--- src/rtl/multicycle_sequencer.sv ---
// multicycle_sequencer: FETCH/DECODE/EXEC/MEM/WB control FSM with a memory-ready handshake and an illegal-opcode trap
module multicycle_sequencer #(
  parameter int CNT_W = 16
) (
  input  logic             i_clk,
  input  logic             i_rst,
  input  logic [3:0]       i_opcode,
  input  logic             i_zero,
  input  logic             i_mem_ready,
  output logic             o_pc_write,
  output logic             o_pc_src,
  output logic             o_ir_write,
  output logic             o_reg_dst,
  output logic             o_alu_src,
  output logic [1:0]       o_alu_op,
  output logic             o_mem_read,
  output logic             o_mem_write,
  output logic             o_mem_to_reg,
  output logic             o_reg_write,
  output logic             o_halted,
  output logic [CNT_W-1:0] o_instr_count,
  output logic [2:0]       o_state
);
  typedef enum logic [2:0] {
    S_FETCH  = 3'd0,
    S_DECODE = 3'd1,
    S_EXEC   = 3'd2,
    S_MEM    = 3'd3,
    S_WB     = 3'd4,
    S_TRAP   = 3'd7
  } state_t;
  localparam logic [3:0] OP_R = 4'b0110, OP_I = 4'b0001, OP_LS = 4'b0010, OP_SS = 4'b0011, OP_BEQ = 4'b0100;
  state_t           r_state, w_next;
  logic [3:0]       r_op;
  logic [CNT_W-1:0] r_cnt;
  logic             w_retire, w_legal;
  logic             w_pc_write, w_pc_src, w_ir_write, w_reg_dst, w_alu_src;
  logic             w_mem_read, w_mem_write, w_mem_to_reg, w_reg_write;
  logic [1:0]       w_alu_op;
  assign w_legal = i_opcode == OP_R || i_opcode == OP_I || i_opcode == OP_LS ||
                   i_opcode == OP_SS || i_opcode == OP_BEQ;
  always_ff @(posedge i_clk or posedge i_rst) begin
    if (i_rst) begin
      r_state <= S_FETCH;
      r_op    <= '0;
      r_cnt   <= '0;
    end else begin
      r_state <= w_next;
      r_op    <= (r_state == S_DECODE) ? i_opcode : r_op;
      r_cnt   <= w_retire ? r_cnt + CNT_W'(1) : r_cnt;
    end
  end
  always_comb begin
    w_next       = r_state;
    w_retire     = 1'b0;
    w_pc_write   = 1'b0;
    w_pc_src     = 1'b0;
    w_ir_write   = 1'b0;
    w_reg_dst    = 1'b0;
    w_alu_src    = 1'b0;
    w_alu_op     = 2'b00;
    w_mem_read   = 1'b0;
    w_mem_write  = 1'b0;
    w_mem_to_reg = 1'b0;
    w_reg_write  = 1'b0;
    case (r_state)
      S_FETCH: begin
        w_mem_read = 1'b1;
        w_ir_write = i_mem_ready;
        w_pc_write = i_mem_ready;
        w_next     = i_mem_ready ? S_DECODE : S_FETCH;
      end
      S_DECODE: w_next = w_legal ? S_EXEC : S_TRAP;
      S_EXEC: begin
        w_alu_src  = r_op != OP_R && r_op != OP_BEQ;
        w_alu_op   = r_op == OP_R ? 2'b10 : r_op == OP_BEQ ? 2'b01 : 2'b00;
        w_pc_src   = r_op == OP_BEQ;
        w_pc_write = r_op == OP_BEQ && i_zero;
        w_retire   = r_op == OP_BEQ;
        w_next     = r_op == OP_BEQ ? S_FETCH : (r_op == OP_LS || r_op == OP_SS) ? S_MEM : S_WB;
      end
      S_MEM: begin
        w_alu_src   = 1'b1;
        w_mem_read  = r_op == OP_LS;
        w_mem_write = r_op == OP_SS;
        w_retire    = i_mem_ready && r_op == OP_SS;
        w_next      = !i_mem_ready ? S_MEM : r_op == OP_LS ? S_WB : S_FETCH;
      end
      S_WB: begin
        w_reg_write  = 1'b1;
        w_reg_dst    = r_op == OP_R;
        w_mem_to_reg = r_op == OP_LS;
        w_retire     = 1'b1;
        w_next       = S_FETCH;
      end
      S_TRAP:  w_next = S_TRAP;
      default: w_next = S_FETCH;
    endcase
  end
  // Reset masks every control output combinationally, even FETCH's read request.
  assign o_pc_write    = w_pc_write   & ~i_rst;
  assign o_pc_src      = w_pc_src     & ~i_rst;
  assign o_ir_write    = w_ir_write   & ~i_rst;
  assign o_reg_dst     = w_reg_dst    & ~i_rst;
  assign o_alu_src     = w_alu_src    & ~i_rst;
  assign o_alu_op      = w_alu_op     & {2{~i_rst}};
  assign o_mem_read    = w_mem_read   & ~i_rst;
  assign o_mem_write   = w_mem_write  & ~i_rst;
  assign o_mem_to_reg  = w_mem_to_reg & ~i_rst;
  assign o_reg_write   = w_reg_write  & ~i_rst;
  assign o_halted      = (r_state == S_TRAP) & ~i_rst;
  assign o_instr_count = r_cnt;
  assign o_state       = r_state;
endmodule

--- config.mk ---
export PLATFORM = sky130hd
export DESIGN_NAME = multicycle_sequencer
export DESIGN_NICKNAME = d
export VERILOG_FILES = /design/src/rtl/multicycle_sequencer.sv
export SDC_FILE = /design/constraint.sdc
export NUM_CORES = 1
export LEC_CHECK = 0
export CAP_MARGIN = 20
export CORE_AREA = 5 5 57 59
export CTS_CLUSTER_DIAMETER = 50
export CTS_CLUSTER_SIZE = 12
export DETAILED_ROUTE_END_ITERATION = 16
export DIE_AREA = 0 0 62 64
export GPL_TIMING_DRIVEN = 0
export HOLD_SLACK_MARGIN = 0.08
export PLACE_DENSITY = 0.8
export SLEW_MARGIN = 15
export SYNTH_ARGS = -nofsm -noshare
export SYNTH_HDL_FRONTEND = slang
export SYNTH_SLANG_ARGS = --single-unit
--- constraint.sdc ---
create_clock -name i_clk -period 3.1 [get_ports i_clk]
set_input_delay 0.31 -clock i_clk [delete_from_list [all_inputs] [get_ports i_clk]]
set_output_delay 0.31 -clock i_clk [all_outputs]
set_load 0.01 [all_outputs]
# After elaboration in Yosys (flattened, before gate mapping)
# Index checks and enable logic that the tools add are counted.
[word_totals]
ram_bits = 0
elab_cells = 61
romBits = 0
mem_count = 0
latchBits = 0
register_bits = 23
out_inout_bits = 31
input_bits = 8
[classes]
n_bitwise = 12
muxes = 20
shifts = 0
n_reduce_logical = 9
n_eq_ne = 16
multipliers = 0
div = 0
n_lt_le_gt_ge = 0
addsub = 1
[op_table]
columns = ["op", "count"]
rows = [
  ["16-bit by 1-bit adder with 16-bit output, second input constant", 1],
  ["4-bit by 2-bit equality test with 1-bit output, second input constant", 4],
  ["4-bit by 3-bit equality test with 1-bit output, second input constant", 4],
  ["3-bit two-way mux", 5],
  ["3-bit case mux with 5 select lines", 1],
  ["1-bit bitwise AND", 10],
  ["1-bit two-way mux", 8],
  ["4-bit by 3-bit != test with 1-bit output, second input constant", 2],
  ["3-bit by 2-bit equality test with 1-bit output, second input constant", 2],
  ["3-bit equality test, second input constant", 2],
  ["1-bit case mux with 2 select lines", 3],
  ["1-bit logical OR", 5],
  ["4-bit by 1-bit equality test with 1-bit output, second input constant", 1],
  ["2-bit two-way mux", 2],
  ["3-bit by 1-bit equality test with 1-bit output, second input constant", 1],
  ["1-bit logical AND", 3],
  ["3-bit logical NOT", 1],
  ["1-bit case mux with 3 select lines", 1],
  ["2-bit bitwise AND", 1],
  ["1-bit inverter", 1],
]

# Longest topological paths before layout
[depth]
word_depth = 7
mapped_depth = 7
mapped_depth_nobuf = 5

# Worst setup path after synthesis
# Ideal clock, no wire load.
[synth_timing]
path_kind = "reg-to-reg"
from = "register r_state[1], in the netlist o_state[1]"
to = "register r_cnt[1], in the netlist o_instr_count[1]"
t_arrival_ns = 2.033
required_ns = 2.975
period_less_slack_ns = 2.158
path_buffers = 2
path_slack_ns = 0.942
path_stages_with_launch = 7
path_cell_list = "dfrtp_1 buf_2 inv_1 nor3_1 a222oi_1 buf_6 mux2_4"
[synth_between]
elab_chain_len = 2
elab_cells_between_ends = 4
classes_between = "eq/ne (3); mux (1)"
[synth_rtl]
columns = ["element", "line_no", "text"]
rows = [
  ["start: declaration", "33", "state_t r_state, w_next;"],
  ["start signal: assignment", "48", "r_state <= w_next;"],
  ["3-bit equality test or 3-bit by 2-bit equality test with 1-bit output (tied branches)", "66", "case (r_state)"],
  ["1-bit case mux with 3 select lines (*)", "66", ""],
  ["end signal: assignment", "50", "r_cnt <= w_retire ? r_cnt + CNT_W'(1) : r_cnt;"],
  ["end: declaration", "35", "logic [CNT_W-1:0] r_cnt;"],
]
# Every way passes the cells marked *; elsewhere a longest branch is shown, timed or not.
# A chain may end at the register's enable or synchronous reset.

# Worst setup path in the final report
[layout_timing]
from = "input i_rst"
to = "output o_mem_to_reg"
[layout_between]
elab_chain_len = 2
[layout_rtl]
columns = ["element", "line_no", "text"]
rows = [
  ["start: declaration", "6", "input logic i_rst,"],
  ["1-bit inverter", "109", "assign o_mem_to_reg = w_mem_to_reg & ~i_rst;"],
  ["1-bit bitwise AND", "109", ""],
  ["end: declaration", "18", "output logic o_mem_to_reg,"],
]
# No other way between the ends.

==> metrics <==
DP Cell Count 197; Crit path arrival time 2470 ps; clock sinks 23; Hold Vio Cnt, Final 0; Tot Pwr 0.00122 W; synthesized instance count 128; run status finished, final reports clean; Least-Margin Pin Slew 1110 ps; largest net degree at the start of global routing 26; FP Rows 19; global route overflow 0; Switch Pwr 0.000490 W; via count 1123; total nets after synthesis 137; max layer used met4; Comb power frac 0.485; warnings from Yosys 0; H-tree levels 1; RePlAce Congestion 0.936; DR pass1 iterations 7; min-delay worst type flop to flop; clock share of power 0.115; Die Ht 64 microns; WL met2 1480 microns; Mapped Area 1290 sq um; Post-Syn Area per Cell 10.1 sq um; FF+latch count, synth 23; Core ar. 2660 sq um; largest area contributor in the netlist dfrtp_1; fmax 360 MHz; EDFF count, synth 0; WL met3 249 microns; total track usage 0.170; number of hold buffers added after cts 0; CP Launch Type input port; largest cells by area after synthesis dfrtp_1 (45%), xor2_1 (8.8%), nand3_1 (4.3%); Residual DRC 0; IO Count 39; Hold Slack 484 ps; WL per Instance 15.3 microns; Die X 62 microns; maxcap violations 0; setup_tns 0 ps; Clock transition at path regs 120 ps; Setup crit end kind primary output; I/O Buffers 38; CP Class input port to primary output; clk buf depth 2; initial drt markers 62; CTS tree yes; count of different cell masters after synthesis 37; Diodes inserted 0; CTS Buf Count 3; post-synth top area share 0.445; Root Buffer clkbuf_4; RSZ-0062 raised after global routing no; Worst-Skew Late Latency 310 ps; Synth async-reset ratio 1.00; Slew HR 0.257; power density over cell area 698 nW/um^2; ANT nets after route 0; antenna violations before repair 0; CP Data Required Time 2790 ps; Final nets 180; first-pass GRT wire length 5240 microns; VDD IR-drop max 0.000505 V; Seq/Total Area, Yosys 0.445; Flop pwr share 0.400; Initial Util 0.485; non-filler cells, final 201; Post-DP HPWL 2330 microns; Switching Share 0.403; layout cell share with drive strength beyond 1 0.118; Leakage 0.752 nW; vias per cell 5.59; Final Skew 8.06 ps; Max Slew Vio Count 0; Die ar. 3970 sq um; most used flip-flop cell after synthesis dfrtp_1; vias in the first global route 1154; P&R area growth vs syn 34.8%; post-layout minimum cycle time 2780 ps; Int Pwr 0.000725 W; Setup violations, final 0; Final period util 0.895; Worst Path Max Fanout 25; wire length on met1 1290 microns; drt total wl 3080 microns
==> critical path, stage by stage <==
cell and delay, ps:
clkdlybuf4s50_1 630, clkinvlp_4 520, nand2_1 290, nor3_1 70, and2_1 170, clkdlybuf4s50_1 470
==> path summary, 6_finish.rpt <==
| check | cells after the start | endpoint | start | slack, ps |
|---|---|---|---|---|
| max in group asynchronous | 2 | o_state[1] | i_rst | 2260 |
| min in group asynchronous | 2 | r_op[1] | i_rst | 530 |
| setup / recovery | 6 | o_mem_to_reg | i_rst | 320 |
| hold / removal | 1 | o_instr_count[15] | o_instr_count[15] | 480 |
| hold reg to reg | 1 | o_instr_count[15] | o_instr_count[15] | 480 |
| setup reg to reg | 5 | o_instr_count[1] | r_op[1] | 650 |
==> cells in the mapped netlist, types with 2 or more instances <==
library cell and number:
clkbuf_1 2, and2_1 2, nor3_1 11, nor3b_1 2, nand4_1 3, nor3_2 3, mux2_2 4, xor2_1 13
dfrtp_1 23, nor4b_1 2, a21oi_1 5, xnor2_1 2, or3_1 2, nor4b_2 2, nand2_1 4, nand3_1 11
inv_1 4, nor2_1 9, o21ai_0 5, and3_1 2
==> layout make-up <==
class / instances / area (sq um)
buffer: 5 / 27.5
sequential: 23 / 576
inverter: 4 / 18.8
timing repair buffer: 38 / 380
clock buffer: 4 / 26.3
tap: 31 / 38.8
multi-input combinational: 96 / 674
fill: 239 / 921
==> per-stage QoR <==
step                 util  worst slack, ps  instance area, sq um
floorplan               -              942                  1290
global placement    0.643              108                  1710
detailed placement  0.643             84.2                  1710
CTS                 0.653             90.4                  1740
global route        0.654              101                  1740
finish              0.654              325                  1740
==> power by group through the flow <==
stage | Combinational, W | Sequential [W] | Clock [W]
3_3_place_gp | 0.000582 | 0.000481 | 0
4_1_cts | 0.000594 | 0.000484 | 0.000144
2_1_floorplan | 0.000351 | 0.000488 | 0
3_5_place_dp | 0.000591 | 0.000488 | 0
6_report | 0.000589 | 0.000486 | 0.000140
5_1_grt | 0.000653 | 0.000497 | 0.000158
==> registers in the layout, summed over array words and instances, names as in the netlist <==
register,count
r_op,4
o_state,3
o_instr_count,16
==> what timing repair did <==
action / 4_1_cts / 5_1_grt
resized for setup: 0 / 1
endpoints found under the setup margin: 0 / 3
buffers inserted: 0 / 0
==> cells by family after synthesis <==
| kind of cell | share of synthesized area |
|---|---|
| multiplexers | 0.0465 |
| AO/OA/AOI/OAI | 0.0678 |
| adder cells (fa/ha/maj) | 0.00968 |
| XOR/XNOR | 0.102 |
| flip-flops | 0.445 |
| AND/OR/NAND/NOR | 0.296 |
| buffers and inverters | 0.0329 |
==> per-layer routing <==
layer  up-vias  track usage
met4         0       0.0716
met5         -            0
met3         7       0.0342
met2        51        0.277
met1       523        0.212
li1        542            -
==> cells in the final DEF, fill, tap and decap left out, types with 4 or more instances in the layout <==
master,n
a21oi_1,5
nor3_1,11
nor2_1,9
clkdlybuf4s50_1,38
mux2_2,4
nand2_1,4
nand3_1,11
dfrtp_1,23
xor2_1,13
o21ai_0,5
No activity file was read; power rests on OpenSTA's default activity.
